### src/rtl/mux_scan_n.sv
// Registered N-channel selector with manual select and masked auto-scan.
// Wrap strobe is deferred so it lines up with the first sample of a new sweep.
module mux_scan_n #(
  parameter int N_CH  = 8,
  parameter int W     = 1,
  parameter int DWELL = 4,
  localparam int SELW = $clog2(N_CH)
) (
  input  logic              iClk,
  input  logic              iRst,
  input  logic [N_CH*W-1:0] iData,
  input  logic [SELW-1:0]   iSel,
  input  logic              iMode,
  input  logic              iEn,
  input  logic [N_CH-1:0]   iMask,
  output logic [W-1:0]      oY,
  output logic [SELW-1:0]   oCh,
  output logic              oValid,
  output logic              oWrap
);

  localparam int CW = (DWELL > 1) ? $clog2(DWELL) : 1;

  logic [W-1:0]    chan [N_CH];
  logic [SELW-1:0] ch_q, ch_d;
  logic [CW-1:0]   cnt_q, cnt_d;
  logic            mode_q, mode_d;
  logic            pend_q, pend_d;
  logic [W-1:0]    y_q, y_d;
  logic [SELW-1:0] och_q, och_d;
  logic            valid_q, valid_d;
  logic            wrap_q, wrap_d;

  logic [SELW-1:0] first_idx;
  logic [SELW-1:0] next_idx;
  logic            any_m;
  logic            ch_on;
  logic            sel_ok;
  logic            is_man, is_entry, is_none, is_skip, is_run;

  for (genvar k = 0; k < N_CH; k++) begin : g_chan
    assign chan[k] = iData[k*W +: W];
  end

  function automatic logic [SELW-1:0] step_idx(
    input logic [SELW-1:0] c,
    input int              i
  );
    int s;
    s = int'(c) + i;
    if (s >= N_CH) s = s - N_CH;
    return SELW'(s);
  endfunction

  // Priority searches: lowest set bit, and first set bit after ch (cyclic,
  // ending on ch itself so a lone channel re-selects itself).
  always_comb begin
    first_idx = '0;
    next_idx  = ch_q;
    for (int i = N_CH - 1; i >= 0; i--) begin
      if (iMask[i]) first_idx = SELW'(i);
    end
    for (int i = N_CH; i >= 1; i--) begin
      if (iMask[step_idx(ch_q, i)]) next_idx = step_idx(ch_q, i);
    end
  end

  assign any_m  = |iMask;
  assign ch_on  = iMask[ch_q];
  assign sel_ok = int'(iSel) < N_CH;

  assign is_man   = !iMode;
  assign is_entry = iMode && !mode_q;
  assign is_none  = iMode && mode_q && !any_m;
  assign is_skip  = iMode && mode_q && any_m && !ch_on;
  assign is_run   = iMode && mode_q && any_m && ch_on;

  always_comb begin
    ch_d    = ch_q;
    cnt_d   = cnt_q;
    mode_d  = mode_q;
    pend_d  = pend_q;
    y_d     = y_q;
    och_d   = och_q;
    valid_d = 1'b0;
    wrap_d  = 1'b0;
    if (iEn) begin
      mode_d = iMode;
      unique case (1'b1)
        is_man: begin
          cnt_d = '0;
          och_d = iSel;
          if (sel_ok) begin
            y_d     = chan[iSel];
            valid_d = 1'b1;
          end else begin
            y_d = '0;
          end
        end
        is_entry: begin
          ch_d   = first_idx;
          cnt_d  = '0;
          pend_d = 1'b0;
        end
        is_none: begin
          y_d = '0;
        end
        is_skip: begin
          ch_d   = next_idx;
          cnt_d  = '0;
          pend_d = next_idx <= ch_q;
        end
        is_run: begin
          y_d     = chan[ch_q];
          och_d   = ch_q;
          valid_d = 1'b1;
          if (cnt_q == '0) begin
            wrap_d = pend_q;
            pend_d = 1'b0;
          end
          if (cnt_q == CW'(DWELL - 1)) begin
            cnt_d  = '0;
            ch_d   = next_idx;
            pend_d = next_idx <= ch_q;
          end else begin
            cnt_d = cnt_q + CW'(1);
          end
        end
        default: begin
          cnt_d = cnt_q;
        end
      endcase
    end
  end

  always_ff @(posedge iClk or posedge iRst) begin
    if (iRst) begin
      ch_q    <= '0;
      cnt_q   <= '0;
      mode_q  <= 1'b0;
      pend_q  <= 1'b0;
      y_q     <= '0;
      och_q   <= '0;
      valid_q <= 1'b0;
      wrap_q  <= 1'b0;
    end else begin
      ch_q    <= ch_d;
      cnt_q   <= cnt_d;
      mode_q  <= mode_d;
      pend_q  <= pend_d;
      y_q     <= y_d;
      och_q   <= och_d;
      valid_q <= valid_d;
      wrap_q  <= wrap_d;
    end
  end

  assign oY     = y_q;
  assign oCh    = och_q;
  assign oValid = valid_q;
  assign oWrap  = wrap_q;

endmodule

### config.mk
export PLATFORM = sky130hd
export DESIGN_NAME = mux_scan_n
export DESIGN_NICKNAME = d
export VERILOG_FILES = /design/src/rtl/mux_scan_n.sv
export SDC_FILE = /design/constraint.sdc
export NUM_CORES = 1
export LEC_CHECK = 0
export BUFFER_PORTS_ARGS = -buffer_cell sky130_fd_sc_hd__clkbuf_2
export CAP_MARGIN = 20
export CORE_MARGIN = 3
export CORE_UTILIZATION = 61
export DETAILED_ROUTE_END_ITERATION = 10
export PLACE_DENSITY = 0.85
export SKIP_LAST_GASP = 1
export SYNTH_ARGS = -nofsm -noshare
export SYNTH_HDL_FRONTEND = slang
export SYNTH_SLANG_ARGS = --single-unit
### constraint.sdc
create_clock -name iClk -period 9.9 [get_ports iClk]
set_clock_uncertainty 0.2 [all_clocks]
set_input_delay 1.98 -clock iClk [delete_from_list [all_inputs] [get_ports iClk]]
set_output_delay 1.98 -clock iClk [all_outputs]
set_load 0.02 [all_outputs]
==> results.yml <==
clock_tree:
  cts.path.max_buffers: 2
  cts_tree: "done"
  post-cts-setup-buffers: 0
  clk_transition_reported_paths_ps: 90
  root_buffer: "clkbuf_4"
  cts_hold_buf: 0
  cts.sinks: 13
  htreeDepth: 1
  cts_made_buffers: 3
  clock_latency_ps: 290
  cts_resized: 0
timing:
  slew_violations: 0
  post-route-min-period_ps: 4520
  setup_viol: 0
  setup_slack_ps: 5380
  finalHoldViolations: 0
  max_freq_mhz: 221
  tightestPinTransition_ps: 877
  maxSlewHeadroom_pct: 41.5
  fin_setup_tns_ps: 0
  rsz0062_at_grt: "false"
  whs_ps: 330
  post-route-period-util_pct: 45.7
layout:
  postLayoutCoreUtil_pct: 71.7
  final_cells: 237
  final_cell_mix: "28 x clkbuf_2, 18 x nand2_1, 16 x nor2_1"
  antennaDiodeCount: 0
  fillers: 206
  area_growth_pct: 6.22
  drive_above_1_share_pct: 28.5
  mostFrequentLayoutCell: "clkbuf_2"
  postLayoutCellArea_um2: 1860
  nNetsFinal: 238
die:
  die_w_um: 59.6
  start_util_pct: 67.5
  core_um2: 2590
  fp.dieH_um: 59.6
  num_io_pins: 29
  num_rows: 18
  fp.dieArea_um2: 3550
hold_path:
  hold_class: "reg2reg"
synthesis:
  synth_cells: 188
  ys_types: 52
  syn-num-nets: 218
  synth_area_um2: 1750
  ys.flop_type: "dfrtp_1"
  synth-seq-area-share_pct: 18.6
  yosysWarnings: 0
  async_reset_ff_share_pct: 100
  synth_edf_count: 0
  ys_ff_latch: 13
  syn_area_per_cell_um2: 9.30
critical_path:
  worstPathArrival_ps: 4530
  critical_path_peak_fanout: 20
  critPathCaptureType: "register"
  regToRegStartpoint: "ch_q[0]"
  r2r_slack_ps: 5380
  cp.required_ps: 9910
  rr_endpoint: "pend_q"
  crit_start: "ch_q[0]"
  path_class: "reg2reg"
  ff2ff_path_depth: 12
  endpoint: "pend_q"
  critical_path.startpoint_type: "register"
power:
  p_total_mw: 0.589
  power.leakage_nw: 0.804
  peakVddDrop_mv: 0.243
  power.density_nw_per_um2: 317
global_routing:
  grt_pass1_wl_um: 7540
  grtUsageTotal_pct: 27.9
  globalRouteOverflowTotal: 0
  grt_pass1_vias: 1559
  grt_antenna_before_repair: 0
  grt_max_degree: 21
route:
  final_antenna_net_count: 0
  drcViolationCount: 0
  drtIter0Drc: 133
  routed_wl_um: 4480
  dr.pass1.iters: 5
  vias_per_cell: 7.00
  wl_per_cell_um: 18.9
  vias: 1659
place:
  hpwl_um: 3390
  place_congestion: 0.882
  port_buffers: 28
  dp.cells: 233
  placed_area_um2: 1830
  pre_cts_slack_ps: 5110
status:
  status: "completed"
run:
  drv_cap: 0
==> worst max-delay path: stages (launching register included) <==
cell     delay (ps)
dfrtp_1         930
inv_1           280
ha_1            600
mux4_2          630
mux2_2          320
a32o_1          220
o41ai_2         360
nand2_1         110
ha_1            310
a21o_1          160
a21oi_1         140
a31oi_1          50
o21ai_1         120
==> sequential cells by signal (all words and copies together), names as in the netlist <==
| register | flops |
|---|---|
| oValid | 1 |
| pend_q | 1 |
| mode_q | 1 |
| oCh | 3 |
| oWrap | 1 |
| oY | 1 |
| ch_q | 3 |
| cnt_q | 2 |
==> cell type report <==
class,instances,area [um2],share of cell area (%)
Multi-Input combinational cell,148,1280,68.7
Sequential cell,13,325,17.5
Timing Repair Buffer,28,140,7.54
Inverter,14,52.6,2.83
Tap cell,30,37.5,2.02
Clock buffer,4,26.3,1.41
==> power breakdown <==
| group | internal, mW | leakage, nW | switching, mW |
|---|---|---|---|
| clock | 0.0157 | 0.0150 | 0.0188 |
| sequential | 0.0648 | 0.162 | 0.0383 |
| combinational | 0.211 | 0.627 | 0.241 |
| total | 0.291 | 0.804 | 0.298 |
==> worst min path at each step <==
stage | from | to | depth (start not counted)
3_3_place_gp | cnt_q[1] | cnt_q[1] | 2
4_1_cts | cnt_q[0] | cnt_q[0] | 1
6_report | oCh[1] | oCh[1] | 2
2_1_floorplan | cnt_q[1] | cnt_q[1] | 2
3_5_place_dp | cnt_q[1] | cnt_q[1] | 2
5_1_grt | pend_q | oWrap | 2
==> per-layer routing <==
metal / GRT usage [%] / part of all wire, % / up-vias
li1: - / - / 762
met1: 40.7 / 42 / 794
met2: 44.1 / 47 / 97
met3: 5.01 / 9.6 / 6
met4: 5.06 / 1.0 / 0
met5: 0 / 0 / -
==> cell families after synthesis <==
kind of cell / count (synthesis) / synth area share (%)
AND/OR/NAND/NOR: 51 / 12.8
adder cells (fa/ha/maj): 7 / 5.01
AO/OA/AOI/OAI: 54 / 22.0
buffers and inverters: 27 / 8.44
XOR/XNOR: 4 / 2.00
multiplexers: 32 / 31.1
flip-flops: 13 / 18.6
==> synthesized netlist by cell type (2+ instances only) <==
library cell  instances  area, um2
a21oi_1              12       60.1
a221oi_1              2       17.5
a22oi_1               2       15.0
a31oi_1               6       37.5
buf_2                 5       25.0
buf_6                 3       33.8
clkbuf_1              2       7.51
dfrtp_1              13        325
ha_1                  7       87.6
inv_1                13       48.8
mux2_2                6       67.6
mux2i_1               8       80.1
mux4_1                2       52.6
mux4_2               14        315
nand2_1              18       67.6
nand2b_1              2       12.5
nand3_1               5       25.0
nor2_1               16       60.1
nor3_1                5       25.0
o211ai_1              4       30.0
o21ai_0               4       20.0
o21ai_1               3       15.0
o22ai_1               4       25.0
o41ai_1               2       17.5
xnor2_1               2       17.5
xor2_1                2       17.5
(Power assumes the default switching activity.)
